$ cat src/rtl/loop_invoker_pkg.sv
// Shared state encoding for loop_invoker and the generated child FSMs.
// The encodings are exported as localparams so child FSMs can decode them without the enum.
package loop_invoker_pkg;

    localparam logic [1:0] ST_IDLE   = 2'd0;
    localparam logic [1:0] ST_LAUNCH = 2'd1;
    localparam logic [1:0] ST_WAIT   = 2'd2;
    localparam logic [1:0] ST_FINISH = 2'd3;

    typedef enum logic [1:0] {
        IDLE   = ST_IDLE,
        LAUNCH = ST_LAUNCH,
        WAIT   = ST_WAIT,
        FINISH = ST_FINISH
    } state_t;

endpackage

$ cat src/rtl/loop_invoker_watchdog.sv
// loop_watchdog: counts cycles while not cleared and flags expiry at TIMEOUT_CYCLES.
// Only instantiated by loop_invoker when LOOP_INVOKER_TIMEOUT_EN is defined.
module loop_watchdog #(
    parameter int TIMEOUT_CYCLES = 15
) (
    input  logic clk,
    input  logic reset,
    input  logic clear,
    output logic expire
);

    localparam int CW = $clog2(TIMEOUT_CYCLES + 1);

    logic [CW-1:0] r_cnt;

    // expire is asserted during the TIMEOUT_CYCLES-th counted cycle; the count then saturates
    assign expire = (r_cnt == CW'(TIMEOUT_CYCLES - 1));

    always_ff @(posedge clk or posedge reset) begin
        if (reset) begin
            r_cnt <= '0;
        end else if (clear) begin
            r_cnt <= '0;
        end else if (!expire) begin
            r_cnt <= r_cnt + CW'(1);
        end
    end

endmodule

$ cat src/rtl/loop_invoker.sv
// loop_invoker: issues trip_count go/done handshakes to a child FSM, then pulses done.
// Optional WAIT timeout with err flag enabled by defining LOOP_INVOKER_TIMEOUT_EN.
module loop_invoker
    import loop_invoker_pkg::*;
#(
    parameter int CNT_W          = 4,
    parameter int TIMEOUT_CYCLES = 15
) (
    input  logic             clk,
    input  logic             reset,
    input  logic             go,
    input  logic [CNT_W-1:0] trip_count,
    output logic             child_go,
    input  logic             child_done,
    output logic [CNT_W-1:0] iter,
    output logic             busy,
    output logic             done,
    output logic             err
);

    state_t           r_state;
    logic [CNT_W-1:0] r_trips;
    logic [CNT_W-1:0] r_iter;
    logic             r_err;

    state_t           w_state_next;
    logic [CNT_W-1:0] w_trips_next;
    logic [CNT_W-1:0] w_iter_next;
    logic             w_err_next;
    logic             w_last;
    logic             w_expire;

    if (CNT_W < 1 || TIMEOUT_CYCLES < 1) begin : g_bad_param
        $error("loop_invoker: CNT_W and TIMEOUT_CYCLES must be at least 1");
    end

`ifdef LOOP_INVOKER_TIMEOUT_EN
    // Watchdog is held clear outside WAIT, so it restarts on every entry to WAIT
    loop_watchdog #(
        .TIMEOUT_CYCLES(TIMEOUT_CYCLES)
    ) u_watchdog (
        .clk   (clk),
        .reset (reset),
        .clear (r_state != WAIT),
        .expire(w_expire)
    );
`else
    assign w_expire = 1'b0;
`endif

    // Termination compares against trips-1, so iter never has to count past the last index
    assign w_last = (r_iter == (r_trips - CNT_W'(1)));

    always_comb begin
        w_state_next = r_state;
        w_trips_next = r_trips;
        w_iter_next  = r_iter;
        w_err_next   = r_err;
        case (r_state)
            IDLE: begin
                if (go) begin
                    w_trips_next = trip_count;
                    w_iter_next  = '0;
                    w_err_next   = 1'b0;
                    w_state_next = (trip_count != '0) ? LAUNCH : FINISH;
                end
            end
            LAUNCH: begin
                w_state_next = WAIT;
            end
            WAIT: begin
                if (child_done) begin
                    if (w_last) begin
                        w_state_next = FINISH;
                    end else begin
                        w_iter_next  = r_iter + CNT_W'(1);
                        w_state_next = LAUNCH;
                    end
                end else if (w_expire) begin
                    w_err_next   = 1'b1;
                    w_state_next = FINISH;
                end
            end
            FINISH: begin
                w_state_next = IDLE;
            end
            default: begin
                w_state_next = IDLE;
            end
        endcase
    end

    always_ff @(posedge clk or posedge reset) begin
        if (reset) begin
            r_state <= IDLE;
            r_trips <= '0;
            r_iter  <= '0;
            r_err   <= 1'b0;
        end else begin
            r_state <= w_state_next;
            r_trips <= w_trips_next;
            r_iter  <= w_iter_next;
            r_err   <= w_err_next;
        end
    end

    assign child_go = (r_state == LAUNCH);
    assign busy     = (r_state != IDLE);
    assign done     = (r_state == FINISH);
    assign iter     = r_iter;
    assign err      = r_err;

endmodule

$ cat config.mk
export PLATFORM = sky130hd
export DESIGN_NAME = loop_invoker
export DESIGN_NICKNAME = d
export VERILOG_FILES = /design/src/rtl/loop_invoker_pkg.sv /design/src/rtl/loop_invoker_watchdog.sv /design/src/rtl/loop_invoker.sv
export SDC_FILE = /design/constraint.sdc
export NUM_CORES = 1
export LEC_CHECK = 0
export CELL_PAD_IN_SITES_DETAIL_PLACEMENT = 1
export CELL_PAD_IN_SITES_GLOBAL_PLACEMENT = 1
export CORE_MARGIN = 2
export CORE_UTILIZATION = 35
export CTS_CLUSTER_SIZE = 16
export DETAILED_ROUTE_END_ITERATION = 10
export PLACE_DENSITY_LB_ADDON = 0.1
export SLEW_MARGIN = 20
export SYNTH_ARGS = -nofsm -noshare
export SYNTH_HDL_FRONTEND = slang
export SYNTH_SLANG_ARGS = --single-unit
$ cat constraint.sdc
create_clock -name clk -period 2.2 [get_ports clk]
set_input_delay 0.44 -clock clk [delete_from_list [all_inputs] [get_ports clk]]
set_output_delay 0.44 -clock clk [all_outputs]
set_load 0.05 [all_outputs]
# Yosys cells after proc, flatten, opt, wreduce, memory -nomap -nowiden
# Cells that the tools add are included.
[totals] register_bits=10 latchBits=0 ram_bits=0 mem_bits_ro=0 in_bits=8 out_inout_bits=8 word_cells=28 mem_count=0
[op_classes] add_sub_neg=2 n_mul=0 n_div=0 n_lt_le_gt_ge=0 eq_ne=7 shift=0 muxes=9 bitwise_logic=0 reduce_logical=7
[op_table] cell="two-way mux 4 bit" count=3
[op_table] cell="two-way mux 2 bit" count=4
[op_table] cell="case mux 2 bit (4 select lines)" count=1
[op_table] cell="case mux 4 bit (2 select lines)" count=1
[op_table] cell="inequality test 2 bit, second input constant" count=3
[op_table] cell="adder 4 x 1 -> 4 bit, second input constant" count=1
[op_table] cell="== test 2 bit, second input constant" count=2
[op_table] cell="== test 4 bit" count=1
[op_table] cell="AND reduction 2 bit" count=2
[op_table] cell="AND reduction 4 bit" count=1
[op_table] cell="nonzero test 2 bit" count=2
[op_table] cell="nonzero test 4 bit" count=1
[op_table] cell="subtractor 4 x 1 -> 4 bit, second input constant" count=1
[op_table] cell="== test 2 x 1 -> 1 bit, second input constant" count=1
[op_table] cell="logical NOT 2 bit" count=1

# Logic depth before layout (Yosys ltp)
[logic_depth] depth_word=5 depth_mapped=6 mapped_depth_nobuf=6

# Worst setup path after synthesis
# No wires, ideal clock.
[synth_path] path_kind="reg-to-reg" from="register r_iter[2], in the netlist iter[2]" to="register r_iter[2], in the netlist iter[2]" setup_time_ns=0.131 t_arrival_ns=1.993 required_ns=2.069 setup_slack_ns=0.076 path_stages_with_launch=5 n_path_buf=0 period_less_slack_ns=2.124 cell_sequence="dfrtp_1 -> xor3_2 -> nor4_4 -> nor2_1 -> or3_1"
[synth_between] elab_chain_cells=4 word_cells_on_any_way=7 classes_between="1 x add/sub; 2 x eq/ne; 3 x mux; 1 x reduce/logical"
[synth_lines] element="from (decl)" line_no="loop_invoker.sv:23" text="logic [CNT_W-1:0] r_iter;"
[synth_lines] element="from (signal assigned)" line_no="loop_invoker.sv:102" text="r_iter <= w_iter_next;"
[synth_lines] element="adder 4 x 1 -> 4 bit" line_no="loop_invoker.sv:76" text="w_iter_next = r_iter + CNT_W'(1);"
[synth_lines] element="two-way mux 4 bit" line_no="loop_invoker.sv:73" text="if (w_last) begin"
[synth_lines] element="two-way mux 4 bit" line_no="loop_invoker.sv:72" text="if (child_done) begin"
[synth_lines] element="case mux 4 bit (2 select lines)" line_no="loop_invoker.sv:59" text="case (r_state)"
# Several ways; a longest one is shown, not always the timed one. The select of a mux whose other input is x is not followed.
# A chain may end at the register's enable or synchronous reset.

# Final worst setup path
[layout_path] from="register r_iter[2], in the netlist iter[2]" to="output port iter[2]"
[layout_lines] element="to (decl)" line_no="loop_invoker.sv:15" text="output logic [CNT_W-1:0] iter,"
# No word-level cell between the ends.

==> flow_metrics.tcl <==
set metrics [dict create \
    seq_area_frac_synth_pct 38.0 \
    num_vias 553 \
    post_cts_resize_count 0 \
    rows 15 \
    drc_errors 0 \
    slew-limit-headroom_pct 66.6 \
    p_leak_nw 0.409 \
    antenna_left 0 \
    combPwrFrac_pct 59.0 \
    path_class "reg -> out" \
    ir_worst_vdd_v 0.000750 \
    place_congestion 0.719 \
    h-tree-depth 1 \
    async_flop_share_pct 100 \
    die_area_mm2 0.00224 \
    dp_cells 109 \
    synth_top_area_share_pct 38.0 \
    worst-r2r-cell-count 4 \
    clockPowerShare_pct 11.7 \
    fin_area_um2 860 \
    syn_avg_cell_area_um2 9.54 \
    regArea_um2 250 \
    path_delay_family "buffers and inverters" \
    stdcell_count 112 \
    cp_max_fo 6 \
    grt_max_degree 11 \
    cts_setup_buffers 0 \
    insertion_delay_ns 0.26 \
    power_frac_seq_pct 29.3 \
    worstReg2RegEnd "iter[2]$_DFFE_PP0P_" \
    setup.worst_path.start_class "register" \
    grt-ovfl-total 0 \
    synthSimpleGateAreaFrac_pct 27.4 \
    drive_above_1_share_pct 23.0 \
    cp.required_ns 1.76 \
    p_per_area_mw_per_mm2 1310 \
    viasPerCell 4.94 \
    rsz0062_at_grt "no" \
    status "finished, final reports clean" \
    critPathMaxStageDelay_ns 0.84 \
    num-fill-cells 203 \
    netlist_instances 69 \
    timing.rr.start "iter[2]$_DFFE_PP0P_" \
    drtPass1Iterations 2 \
    floorplan.core_area_mm2 0.00175 \
    synth_fa_ha_area_share_pct 3.80 \
    fin_tns_setup_ns 0 \
    finalCriticalPeriod_ns 1.99 \
    clock-root-buffer "clkbuf_4" \
    synth_edf_count 0 \
    finalNetCount 99 \
    ys_warn_count 0 \
    cp_data_arrival_time_ns 1.55 \
    wl_mm 1.55 \
    p_int_uw 589 \
    dpl_cell_area_um2 835 \
    maxCapViolCount 0 \
    cts_buffers 3 \
    grt_pass1_vias 565 \
    io-pin-count 16 \
    cts.reportedPaths.clkPinSlew_ns 0.07 \
    synth_top_family_by_area "simple AND/OR/NAND/NOR gates" \
    period_share_pct 90.3 \
    routed.top_layer "met4" \
    wire_per_inst_um 13.8 \
    clock_sinks 10 \
    hold_violations 0 \
    diodes 0 \
    hold_buffers 0 \
    hp-class "in -> async" \
    track_usage_pct 16.7 \
    setup_viol 0 \
    start_util_pct 37.7 \
    r2r_slack_ns 0.28 \
    critPathBufInv 1 \
    io_buffers 14 \
    fmax_mhz 504 \
    syn_nets 79 \
    post_synth_mux_area_share_pct 4.94 \
    die_x_um 47.4 \
    synth.largest_area_cell "dfrtp_1" \
    skew_ns 0.00337 \
    synth_compound_area_share_pct 10.3 \
    clockBufferDepth 2 \
    routed-wl-met2_um 725 \
    synth_area_um2 658 \
    hpwlAfterDp_mm 1.23 \
    wl_met3_um 52 \
    area_delta_synth_final_pct 30.6 \
    p_sw_uw 538 \
    ys_ff_latch 10 \
    tightestPinTransition_ns 0.500 \
    cts_tree "yes" \
    antenna_found_initial 0 \
    synth_xor_area_share_pct 9.13 \
    synth_area_leaders "dfrtp_1 38%, nand2_1 5.1%, inv_1 4.0%, xnor2_1 4.0%, ha_1 3.8%" \
    die_h_um 47.4 \
    multi_input_comb_area_um2 369 \
    endpoint_kind "output port" \
    final_max_slew_viol_count 0 \
    p_sw_share_pct 47.7 \
    dr.first_iter.drc_count 1 \
    crit_slowest_cell "clkdlybuf4s50_1" \
    crit_chain "clkdlybuf4s50_1" \
    wl_met1_um 762 \
    ys_types 34 \
    ys.flop_type "dfrtp_1" \
    grt_pass1_wl_mm 2.50 \
]
power groups by stage:
stage | combinational (mW) | sequential (mW) | clock, mW
after floorplan | 0.457 | 0.365 | 0
after global placement | 0.662 | 0.332 | 0
after detailed placement | 0.674 | 0.334 | 0
after CTS | 0.679 | 0.331 | 0.136
after global routing | 0.731 | 0.341 | 0.146
final | 0.665 | 0.330 | 0.132
synthesized netlist by cell type (2+ instances only):
cell type,n
mux2_2,2
xnor2_1,3
ha_1,2
dfrtp_1,10
nor2_1,5
nand2_1,9
nand4_1,3
inv_1,7
o21ai_0,3
how the worst max path moves through the flow:
stage                           startpoint             endpoint  slack [ns]  cells past startpoint
floorplan              iter[2]$_DFFE_PP0P_  iter[2]$_DFFE_PP0P_        0.08                      4
detailed placement                      go  iter[2]$_DFFE_PP0P_         0.1                      4
global placement                        go  iter[2]$_DFFE_PP0P_        0.13                      4
CTS                 r_state[0]$_DFFE_PP0P_                 busy       0.004                      2
finish                 iter[2]$_DFFE_PP0P_              iter[2]        0.21                      1
global route           iter[2]$_DFFE_PP0P_              iter[2]        0.14                      1
logic make-up (layout without fill, tap and decap cells):
group	after synthesis	after routing
muxes	3	3
DFF	10	10
adders and majority gates	2	2
AOI/OAI and AO/OA	9	9
buffers and inverters	9	27
other	1	1
and+or+nand+nor	30	30
xor gates and xnor gates	5	5
state kept, by name, summed over array words and instances (netlist names):
name and cells:
r_state 2, r_trips 4, iter 4
through the flow:
step | setup WS [ns] | hold slack, ns | total power [mW] | util [%]
3_3_place_gp | 0.134 | 0.486 | 0.994 | 47.8
5_1_grt | 0.143 | 0.500 | 1.22 | 49.2
3_5_place_dp | 0.0990 | 0.504 | 1.01 | 47.8
4_1_cts | 0.00444 | 0.468 | 1.15 | 49.1
6_report | 0.214 | 0.462 | 1.13 | 49.2
2_1_floorplan | 0.0762 | 0.280 | 0.822 | -
final cells by class:
type                            instances  area share [%]
Timing Repair Buffer                   17            18.6
Inverter                                7            3.06
Tap cell                               25            3.64
Clock buffer                            3            2.62
Multi-Input combinational cell         50            42.9
Sequential cell                        10            29.1
placed cells by master (no fill, tap or decap), types with 2 or more instances in the layout:
cell             Yosys  final
o21ai_0              3      3
clkbuf_4             0      3
nand2_1              9      9
ha_1                 2      2
buf_4                1      5
nand4_1              3      3
clkdlybuf4s50_1      0     11
inv_1                7      7
mux2_2               2      2
nor2_1               5      5
xnor2_1              3      3
dfrtp_1             10     10
per-layer routing:
| layer | track usage, % | vias to the layer above |
|---|---|---|
| li1 | - | 274 |
| met1 | 22.8 | 270 |
| met2 | 24.3 | 7 |
| met3 | 3.85 | 2 |
| met4 | 8.33 | 0 |
| met5 | 0 | - |
worst reg2reg max path, stage by stage (launching register included):
cell and delay [ns]:
dfrtp_1 0.44, xor3_2 0.49, nor4_4 0.43, nor2_1 0.08, or3_1 0.37
(Power assumes the default switching activity.)
==> RTL edit (config.mk and constraints unchanged) <==
Make the reset (`reset`) synchronous in one clocked block.
--- a/src/rtl/loop_invoker.sv
+++ b/src/rtl/loop_invoker.sv
@@ -92,3 +92,3 @@
 
-    always_ff @(posedge clk or posedge reset) begin
+    always_ff @(posedge clk) begin
         if (reset) begin
Function: differs if reset is asserted again (counterexample within 4 cycles, from zero or initial values and one cycle with reset high); with reset held inactive, the same outputs for 10 cycles.
==> RTL edit against the unedited design <==
- worst hold slack better by 67 ps
- sequential share of layout area decreased by 2.7 points
- wire length down 16%
- sequential cell count unchanged
- cell area fell by 12%
- setup slack lost 99 ps
- core utilization down 0.059 points
- synthesized area fell by 11%
- highest routed layer unchanged
Power is not compared: it rests on default switching activity, and its combinational part moved more than twofold at a synthesized area within 25%.
==> RTL edit: results (changes against the unedited design) <==
Parameter                              Value

Outcome
  Run status ... complete, no violations

Yosys
  Proportion of register bits with asynchronous set or reset after synthesis ... 0% (-100 points)
  Synth cell count leaders ... nor2_1 (11), dfxtp_1 (10), mux2i_1 (5)
  Total nets after synthesis ... 79 (unchanged)
  Most common flop cell mapped by yosys ... dfxtp_1
  Unique cell type count in the Yosys netlist ... 29 (-15%)
  Share of the synthesized netlist area taken by xor and xnor gates ... 5.996% (-3.1 points)
  Post-synthesis share of cell area spent on full adders, half adders and majority gates ... 4.283% (+0.48 points)
  Sequential element share of the synthesized area ... 34.26% (-3.8 points)
  Share of cell area taken by muxes after synthesis ... 8.565% (+3.6 points)
  Synthesized-area fraction occupied by ao, oa, aoi and oai cells ... 10.49% (+0.23 points)
  Synth area leaders ... dfxtp_1 (34%), mux2i_1 (8.6%), nor2_1 (7.1%), xnor2_1 (4.5%), ha_1 (4.3%)

Critical path
  Length in cells of the worst reg-to-reg path ... 7 (+3)
  Source of the worst register-to-register timing path ... r_trips[0]
  Slowest CP cell ... clkdlybuf4s50_1
  Delay of the slowest critical-path stage ... 790 ps (-50 ps)
  Crit path DAT ... 1640 ps (+90 ps)
  Register-to-register setup slack ... 260 ps (-20 ps)
  Setup crit end ... done
  Worst r2r dst ... iter[1]
  Launching instance or port of the critical path ... r_state[1]

Clock network
  Buffer type at the clock tree root ... clkbuf_4
  Post-cts gate resize count ... 0 (unchanged)
  TritonCTS Buffers ... 3 (unchanged)

STA
  Skew final ... 3.115 ps (-0.2577 ps)
  Tightest slew margin relative to the limit ... 65.92% (-0.64 points)

GRT
  Global Route met2 Usage ... 27.83% (+3.5 points)
  Number of antenna violations at the first check in global routing ... 0 (unchanged)
  Met3 track demand over resource ... 6.000% (+2.2 points)
  Overall Global Routing Usage ... 15.81% (-0.86 points)
  First-pass GRT wire length ... 2.256 mm (-9.9%)
  Vias in the first global route ... 545 (-3.5%)
  Global routing met1 resource utilization ... 17.40% (-5.4 points)
  Largest net degree at the start of global routing ... 14 (+3)

Route
  Uppermost layer routed ... met4
  Detailed-route wire length ... 1.308 mm (-16%)
  Routed Antenna Nets ... 0 (unchanged)
  Post-Route M1 WL ... 614 um (-19%)
  Wirelength per Cell ... 13.08 um (-5.5%)
  Initial drt markers ... 7 (+6)
  DR pass1 iterations ... 3 (+1)
  Metal2 WL ... 610 um (-16%)
  Count of vias placed by the detailed router ... 524 (-5.2%)
  Amount of wire on met3 after detailed routing ... 71 um (+37%)

Worst hold path
  Worst min-delay path startpoint ... iter[2]
  Min-delay worst type ... register to register
  Hold Crit Endpoint ... iter[2]
  Worst Hold Depth ... 2

Placed design
  DPL Wire Length ... 1.010 mm (-18%)
  Number of cells after detailed placement ... 97 (-11%)
  GP Congestion ... 0.7671 (+6.6%)
  # port buffers ... 14 (unchanged)

Pwr
  Max IR drop VDD ... 0.3636 mV
  Leakage power total ... 0.3042 nW
  Total power per unit cell area ... 554.0 mW/mm^2
  Combinational share of power ... 23.4%
  Power Clock ... 124 uW

Layout
  Fraction of layout cells with a size suffix above 1 ... 14.29% (-8.7 points)
  Final-stage net count ... 96 (-3.0%)
## RTL edit: stage by stage
| stage | worst slack [ps] | cell area (um^2) | hold WS (ps) |
|---|---|---|---|
| 6_report | 115.4 | 758.2 | 529.2 |
| 4_1_cts | 54.32 | 755.7 | 537.9 |
| 3_5_place_dp | 255.7 | 733.2 | 518.7 |
| 2_1_floorplan | 318.3 | 584.3 | 481.9 |
| 5_1_grt | 38.81 | 758.2 | 573.2 |
| 3_3_place_gp | 301.4 | 733.2 | 492.5 |
## RTL edit: logic make-up after synthesis
kind of cell | count (synthesis)
compound gates | 8
xor+xnor | 4
fa+ha+maj | 2
buf+inv | 5
flops | 10
mux | 5
other cells | 1
simple gates | 34
## RTL edit: layout make-up
cell class / instances / area, um^2
clock buffers: 3 / 22.52
fillers: 194 / 783.3
inverters: 3 / 11.26
multi-input cells: 54 / 361.6
flip-flops and latches: 10 / 200.2
well taps: 16 / 20.02
repair buffers: 14 / 142.6
